<file path="src/rtl/operand_fetch_if.sv">
// Decode-to-execute pipeline bus: the decode-side request and the EX-side
// resolved-operand output, each with its own valid/ready handshake.
interface operand_fetch_if #(
    parameter int CTRL_W = 16
);
    logic              in_valid;
    logic              in_ready;
    logic [4:0]        in_rs1;
    logic [4:0]        in_rs2;
    logic              in_use_rs1;
    logic              in_use_rs2;
    logic [4:0]        in_rd;
    logic              in_rd_we;
    logic [CTRL_W-1:0] in_ctrl;

    logic              out_valid;
    logic              out_ready;
    logic [31:0]       out_op1;
    logic [31:0]       out_op2;
    logic [4:0]        out_rd;
    logic              out_rd_we;
    logic [CTRL_W-1:0] out_ctrl;

    // Master is the surrounding pipeline (decode drives, EX consumes).
    modport master (
        output in_valid, in_rs1, in_rs2, in_use_rs1, in_use_rs2, in_rd, in_rd_we, in_ctrl,
        input  in_ready,
        input  out_valid, out_op1, out_op2, out_rd, out_rd_we, out_ctrl,
        output out_ready
    );

    modport slave (
        input  in_valid, in_rs1, in_rs2, in_use_rs1, in_use_rs2, in_rd, in_rd_we, in_ctrl,
        output in_ready,
        output out_valid, out_op1, out_op2, out_rd, out_rd_we, out_ctrl,
        input  out_ready
    );
endinterface

</file>
<file path="src/rtl/operand_fetch.sv">
// Operand fetch stage: reads the register file, forwards from EX/MEM/WB,
// stalls on load-use hazards and registers the result into a skid-free pipe stage.
module operand_fetch #(
    parameter int CTRL_W = 16,
    parameter int CNT_W  = 32
) (
    input  logic             clk,
    input  logic             reset,
    input  logic             flush,
    operand_fetch_if.slave   bus,
    output logic [4:0]       rf_raddr1,
    output logic [4:0]       rf_raddr2,
    input  logic [31:0]      rf_rdata1,
    input  logic [31:0]      rf_rdata2,
    input  logic             ex_fwd_we,
    input  logic [4:0]       ex_fwd_addr,
    input  logic [31:0]      ex_fwd_data,
    input  logic             ex_is_load,
    input  logic             mem_fwd_we,
    input  logic [4:0]       mem_fwd_addr,
    input  logic [31:0]      mem_fwd_data,
    input  logic             mem_pending,
    input  logic             wb_we,
    input  logic [4:0]       wb_waddr,
    input  logic [31:0]      wb_wdata,
    output logic [CNT_W-1:0] stall_cycles
);
    logic [1:0][4:0]  src_idx;
    logic [1:0][31:0] src_rf;
    logic [1:0]       src_use;
    logic [1:0][31:0] src_op;
    logic [1:0]       src_hazard;

    logic             hazard;
    logic             ready;
    logic             capture;

    logic              out_valid_q;
    logic [31:0]       op1_q;
    logic [31:0]       op2_q;
    logic [4:0]        rd_q;
    logic              rd_we_q;
    logic [CTRL_W-1:0] ctrl_q;
    logic [CNT_W-1:0]  stall_q;

    assign rf_raddr1 = bus.in_rs1;
    assign rf_raddr2 = bus.in_rs2;

    assign src_idx = {bus.in_rs2, bus.in_rs1};
    assign src_rf  = {rf_rdata2, rf_rdata1};
    assign src_use = {bus.in_use_rs2, bus.in_use_rs1};

    // WB must still be forwarded: the register file write only lands at the
    // edge, so the combinational read returns the stale value this cycle.
    always_comb begin
        src_op     = '0;
        src_hazard = '0;
        for (int i = 0; i < 2; i++) begin
            if (src_idx[i] == 5'd0) begin
                src_op[i] = 32'd0;
            end else if (ex_fwd_we && ex_fwd_addr == src_idx[i]) begin
                src_op[i] = ex_fwd_data;
            end else if (mem_fwd_we && mem_fwd_addr == src_idx[i]) begin
                src_op[i] = mem_fwd_data;
            end else if (wb_we && wb_waddr == src_idx[i]) begin
                src_op[i] = wb_wdata;
            end else begin
                src_op[i] = src_rf[i];
            end

            if (src_use[i] && src_idx[i] != 5'd0 &&
                ((ex_is_load && ex_fwd_addr == src_idx[i]) ||
                 (mem_pending && mem_fwd_addr == src_idx[i]))) begin
                src_hazard[i] = 1'b1;
            end
        end
    end

    assign hazard  = bus.in_valid && (|src_hazard);
    assign ready   = !hazard && (!out_valid_q || bus.out_ready);
    assign capture = bus.in_valid && ready && !flush;

    // Flush wins over capture; data fields are left as-is when out_valid drops.
    always_ff @(posedge clk or negedge reset) begin
        if (!reset) begin
            out_valid_q <= 1'b0;
            op1_q       <= '0;
            op2_q       <= '0;
            rd_q        <= '0;
            rd_we_q     <= 1'b0;
            ctrl_q      <= '0;
        end else if (flush) begin
            out_valid_q <= 1'b0;
        end else if (capture) begin
            out_valid_q <= 1'b1;
            op1_q       <= src_op[0];
            op2_q       <= src_op[1];
            rd_q        <= bus.in_rd;
            rd_we_q     <= bus.in_rd_we;
            ctrl_q      <= bus.in_ctrl;
        end else if (out_valid_q && bus.out_ready) begin
            out_valid_q <= 1'b0;
        end
    end

    always_ff @(posedge clk or negedge reset) begin
        if (!reset) begin
            stall_q <= '0;
        end else if (hazard && !flush) begin
            stall_q <= stall_q + 1'b1;
        end
    end

    assign bus.in_ready  = ready;
    assign bus.out_valid = out_valid_q;
    assign bus.out_op1   = op1_q;
    assign bus.out_op2   = op2_q;
    assign bus.out_rd    = rd_q;
    assign bus.out_rd_we = rd_we_q;
    assign bus.out_ctrl  = ctrl_q;
    assign stall_cycles  = stall_q;
endmodule

</file>
<file path="src/flat_wrapper.sv">
// flat-port wrapper written by rule: the top's interface ports become plain ports
module operand_fetch_flat 
#(
    parameter int CTRL_W = 16,
    parameter int CNT_W  = 32
)
  (clk, reset, flush, rf_raddr1, rf_raddr2, rf_rdata1, rf_rdata2, ex_fwd_we, ex_fwd_addr, ex_fwd_data, ex_is_load, mem_fwd_we, mem_fwd_addr, mem_fwd_data, mem_pending, wb_we, wb_waddr, wb_wdata, stall_cycles, bus_in_valid, bus_in_rs1, bus_in_rs2, bus_in_use_rs1, bus_in_use_rs2, bus_in_rd, bus_in_rd_we, bus_in_ctrl, bus_in_ready, bus_out_valid, bus_out_op1, bus_out_op2, bus_out_rd, bus_out_rd_we, bus_out_ctrl, bus_out_ready);
  operand_fetch_if #(.CTRL_W(CTRL_W)) bus_i ();
  input  logic clk;
  input  logic reset;
  input  logic flush;
  output logic [4:0] rf_raddr1;
  output logic [4:0] rf_raddr2;
  input  logic [31:0] rf_rdata1;
  input  logic [31:0] rf_rdata2;
  input  logic ex_fwd_we;
  input  logic [4:0] ex_fwd_addr;
  input  logic [31:0] ex_fwd_data;
  input  logic ex_is_load;
  input  logic mem_fwd_we;
  input  logic [4:0] mem_fwd_addr;
  input  logic [31:0] mem_fwd_data;
  input  logic mem_pending;
  input  logic wb_we;
  input  logic [4:0] wb_waddr;
  input  logic [31:0] wb_wdata;
  output logic [CNT_W-1:0] stall_cycles;
  input wire logic [$bits(bus_i.in_valid)-1:0] bus_in_valid;
  input wire logic [$bits(bus_i.in_rs1)-1:0] bus_in_rs1;
  input wire logic [$bits(bus_i.in_rs2)-1:0] bus_in_rs2;
  input wire logic [$bits(bus_i.in_use_rs1)-1:0] bus_in_use_rs1;
  input wire logic [$bits(bus_i.in_use_rs2)-1:0] bus_in_use_rs2;
  input wire logic [$bits(bus_i.in_rd)-1:0] bus_in_rd;
  input wire logic [$bits(bus_i.in_rd_we)-1:0] bus_in_rd_we;
  input wire logic [$bits(bus_i.in_ctrl)-1:0] bus_in_ctrl;
  output wire logic [$bits(bus_i.in_ready)-1:0] bus_in_ready;
  output wire logic [$bits(bus_i.out_valid)-1:0] bus_out_valid;
  output wire logic [$bits(bus_i.out_op1)-1:0] bus_out_op1;
  output wire logic [$bits(bus_i.out_op2)-1:0] bus_out_op2;
  output wire logic [$bits(bus_i.out_rd)-1:0] bus_out_rd;
  output wire logic [$bits(bus_i.out_rd_we)-1:0] bus_out_rd_we;
  output wire logic [$bits(bus_i.out_ctrl)-1:0] bus_out_ctrl;
  input wire logic [$bits(bus_i.out_ready)-1:0] bus_out_ready;
  assign bus_i.in_valid = bus_in_valid;
  assign bus_i.in_rs1 = bus_in_rs1;
  assign bus_i.in_rs2 = bus_in_rs2;
  assign bus_i.in_use_rs1 = bus_in_use_rs1;
  assign bus_i.in_use_rs2 = bus_in_use_rs2;
  assign bus_i.in_rd = bus_in_rd;
  assign bus_i.in_rd_we = bus_in_rd_we;
  assign bus_i.in_ctrl = bus_in_ctrl;
  assign bus_in_ready = bus_i.in_ready;
  assign bus_out_valid = bus_i.out_valid;
  assign bus_out_op1 = bus_i.out_op1;
  assign bus_out_op2 = bus_i.out_op2;
  assign bus_out_rd = bus_i.out_rd;
  assign bus_out_rd_we = bus_i.out_rd_we;
  assign bus_out_ctrl = bus_i.out_ctrl;
  assign bus_i.out_ready = bus_out_ready;
  operand_fetch #(.CTRL_W(CTRL_W), .CNT_W(CNT_W)) u_core (.clk(clk), .reset(reset), .flush(flush), .bus(bus_i), .rf_raddr1(rf_raddr1), .rf_raddr2(rf_raddr2), .rf_rdata1(rf_rdata1), .rf_rdata2(rf_rdata2), .ex_fwd_we(ex_fwd_we), .ex_fwd_addr(ex_fwd_addr), .ex_fwd_data(ex_fwd_data), .ex_is_load(ex_is_load), .mem_fwd_we(mem_fwd_we), .mem_fwd_addr(mem_fwd_addr), .mem_fwd_data(mem_fwd_data), .mem_pending(mem_pending), .wb_we(wb_we), .wb_waddr(wb_waddr), .wb_wdata(wb_wdata), .stall_cycles(stall_cycles));
endmodule
</file>
<file path="config.mk">
export PLATFORM = sky130hd
export DESIGN_NAME = operand_fetch_flat
export DESIGN_NICKNAME = d
export VERILOG_FILES = /design/src/rtl/operand_fetch_if.sv /design/src/rtl/operand_fetch.sv /design/src/flat_wrapper.sv
export SDC_FILE = /design/constraint.sdc
export NUM_CORES = 1
export LEC_CHECK = 0
export BUFFER_PORTS_ARGS = -buffer_cell sky130_fd_sc_hd__buf_2
export CAP_MARGIN = 20
export CELL_PAD_IN_SITES_DETAIL_PLACEMENT = 0
export CELL_PAD_IN_SITES_GLOBAL_PLACEMENT = 1
export CORE_UTILIZATION = 34
export CTS_CLUSTER_DIAMETER = 150
export DETAILED_ROUTE_END_ITERATION = 8
export PLACE_DENSITY = 0.87
export SLEW_MARGIN = 20
export SYNTH_ARGS = -nofsm -noshare
export SYNTH_HDL_FRONTEND = slang
export SYNTH_SLANG_ARGS = --single-unit
</file>
<file path="constraint.sdc">
create_clock -name clk -period 2.8 [get_ports clk]
set_input_delay 0.56 -clock clk [delete_from_list [all_inputs] [get_ports clk]]
set_output_delay 0.56 -clock clk [all_outputs]
set_load 0.005 [all_outputs]
</file>
==> impl_results.md <==
- CP cell instances: buf_2, or4_1, nor2_2, nor2b_1, a22oi_1, inv_1, a21oi_1, buf_2
- Max-Cap Viols: 0
- Post-Synthesis Cells: 859
- Number of global-route vias before repair: 7925
- Fin nets: 1400
- Clk buf depth: 2
- Die area: 0.0223 mm2
- Fin worst setup slack: 256 ps
- Least-Margin Pin Slew: 950 ps
- Post-synthesis net count: 1079
- PortBufs: 348
- Delay-heaviest family, CP: simple AND/OR/NAND/NOR gates
- GP Congestion: 0.897
- Die Y-Extent: 149 um
- Slew margin rel.: 36.5%
- Wirelength per Cell: 20.0 um
- Total wire length: 29600 um
- Largest net degree at the start of global routing: 73
- Layout overhead on the synthesized area: 36.4%
- H-tree depth: 4
- Slowest CP cell: or4_1
- Synth warn: 0
- Setup crit end kind: primary output
- Crit path largest cell delay: 540 ps
- Post-DP HPWL: 21400 um
- Initial core utilization: 34.8%
- Yosys reg bits: 119
- Core ar.: 0.0212 mm2
- Worst setup SP type: input port
- VDD IR-drop max: 0.369 mV
- Setup WS pre-CTS: 211 ps
- Worst endpoint required time: 2240 ps
- Global route total overflow: 0
- Final setup skew: 14.6 ps
- Crit path time final: 2540 ps
- RSZ-0062 raised after global routing: false
- Fmax: 393 MHz
- Sequential fraction of the synthesis area: 40.4%
- Post-CTS setup buffers: 0
- CTS clk-pin slew, worst paths: 70 ps
- Clk root buf: clkbuf_16
- Hold WC Path Type: in -> reg
- Detail Route Antenna Nets: 0
- Status: finished, final reports clean
- Total Routing Usage GR: 26.3%
- Period utilization: 90.8%
- Drt pass-1 iters: 5
- Layout cells sized above 1: 37.6%
- Worst-path fanout max: 5
- Initial drt markers: 346
- Lkg Pwr: 0.00502 uW
- PwrDens: 543 mW/mm2
- CP Buf/Inv Count: 3
- Synth Area per Inst: 8.58 um2
- Cell Rows: 53
- Max-slew violations: 0
- TritonCTS clock tree: done
- Initial antenna violation count: 12
- Critical path class: in -> out
- Final setup vio count: 0
- Setup TNS: 0 ps
- Total CTS buffers: 17
- Syn Std Cell Area: 0.00737 mm2
- DRC viols: 0
- CTS Sinks: 119
- Die X: 149 um
- Vias per cell: 5.36
- Worst skew pair latency: 420 ps
- Critical path arrival: 1980 ps
- Most used cell, CP: buf_2
- Ports: 349
- Synth cell types: 40
- First-pass GRT wire length: 43900 um
- Vias post-DR: 7912
- Hold Fails Final Rpt: 0
layer usage:
layer / up-vias / part of all wire (%) / track usage [%]
met5: - / 0.10 / 0
met4: 6 / 1.7 / 9.64
met3: 49 / 10 / 8.53
met2: 416 / 48 / 43.5
met1: 3690 / 40 / 31.6
li1: 3751 / - / -
sequential cells by signal (all words and copies together) (netlist names):
signal / count
u_core.bus.out_ctrl: 16
u_core.bus.out_rd: 5
u_core.bus.out_rd_we: 1
u_core.bus.out_valid: 1
u_core.stall_cycles: 32
u_core.bus.out_op1: 32
u_core.bus.out_op2: 32
final cells by class:
cell class / count / area, um2
repair buffers: 382 / 2060
flip-flops and latches: 119 / 2980
fillers: 2119 / 11100
clock buffers: 18 / 429
clock inverters: 14 / 118
diodes: 9 / 22.5
multi-input cells: 648 / 4050
well taps: 275 / 344
inverters: 12 / 45.0
synth_stat cells, drive strengths merged:
cell	instances	share of area (%)
nand2	179	9.1
nand2b	6	0.51
xor2	24	2.9
dfrtp	119	40
a221o	1	0.14
inv	11	0.56
buf	16	1.8
nor4b	2	0.32
and3	2	0.17
nand3	15	1.0
nor2	51	2.6
nand4	7	0.59
or3	3	0.25
o21ai	64	4.3
a32oi	65	7.7
and4	1	0.12
a22oi	1	0.10
nor2b	3	0.25
or2	1	0.085
o2111ai	1	0.12
ha	1	0.17
nor4	4	0.34
xnor2	35	4.2
a21oi	2	0.14
nor4bb	1	0.14
clkbuf	64	3.3
clkinv	1	0.051
or4	1	0.10
nor3	86	5.8
o22ai	2	0.17
nand4b	1	0.12
and2	2	0.17
mux2	23	4.6
a211o	64	7.6
per-stage QoR:
step | cells | utilization [%] | area (um2) | hold slack [ps] | total power, uW
final | 1477 | 47.5 | 10000 | 303 | 5450
after global routing | 1470 | 47.4 | 10000 | 292 | 5720
after CTS | 1468 | 47.4 | 10000 | 289 | 5510
after detailed placement | 1435 | 44.8 | 9470 | 415 | 3430
after global placement | 1435 | 44.8 | 9470 | 413 | 3410
after floorplan | 859 | - | 7370 | 264 | 2730
kinds of logic (layout without fill, tap and decap cells):
group / count (synthesis) / count (layout) / share of synthesized area, %
compound gates: 200 / 200 / 20.3
xor+xnor: 59 / 59 / 7.01
fa+ha+maj: 1 / 1 / 0.170
buf+inv: 92 / 426 / 5.64
flops: 119 / 119 / 40.4
mux: 23 / 23 / 4.64
other cells: 0 / 9 / 0
simple gates: 365 / 365 / 21.8
layout by cell type (no fill, tap or decap), types with 7 or more instances in the layout:
| cell type | instances |
|---|---|
| nand4_1 | 7 |
| a32oi_1 | 65 |
| inv_1 | 11 |
| buf_4 | 29 |
| o21ai_1 | 19 |
| a211o_1 | 64 |
| nor3_1 | 82 |
| clkbuf_16 | 17 |
| o21ai_0 | 45 |
| buf_2 | 347 |
| nor2_1 | 46 |
| xor2_1 | 24 |
| xnor2_1 | 35 |
| mux2_4 | 22 |
| nand2_1 | 179 |
| dfrtp_1 | 119 |
| nand3_1 | 13 |
| diode_2 | 9 |
power by group:
| part | internal (uW) | leakage (uW) | total (uW) | switching [uW] |
|---|---|---|---|---|
| sequential | 1970 | 0.00149 | 2120 | 150 |
| clock | 1160 | 0.000254 | 2060 | 908 |
| combinational | 612 | 0.00328 | 1270 | 662 |
| total | 3730 | 0.00502 | 5450 | 1720 |
path summary, 6_finish.rpt:
kind / from / slack, ps / end / depth (start not counted)
min: flush / 300 / u_core.bus.out_valid / 2
min in group asynchronous: reset / 510 / u_core.stall_cycles[26] / 2
min reg2reg: u_core.bus.out_op1[11] / 480 / u_core.bus.out_op1[11] / 2
max reg2reg: u_core.stall_cycles[0] / 410 / u_core.stall_cycles[26] / 6
max: bus_in_rs2[1] / 260 / bus_in_ready / 8
max in group asynchronous: reset / 1540 / u_core.bus.out_op2[12] / 3
timing repair:
action / in CTS / in global routing
resized for setup: 0 / 0
endpoints found under the hold margin: 10 / 0
hold buffers: 1 / 0
(Power assumes the default switching activity.)
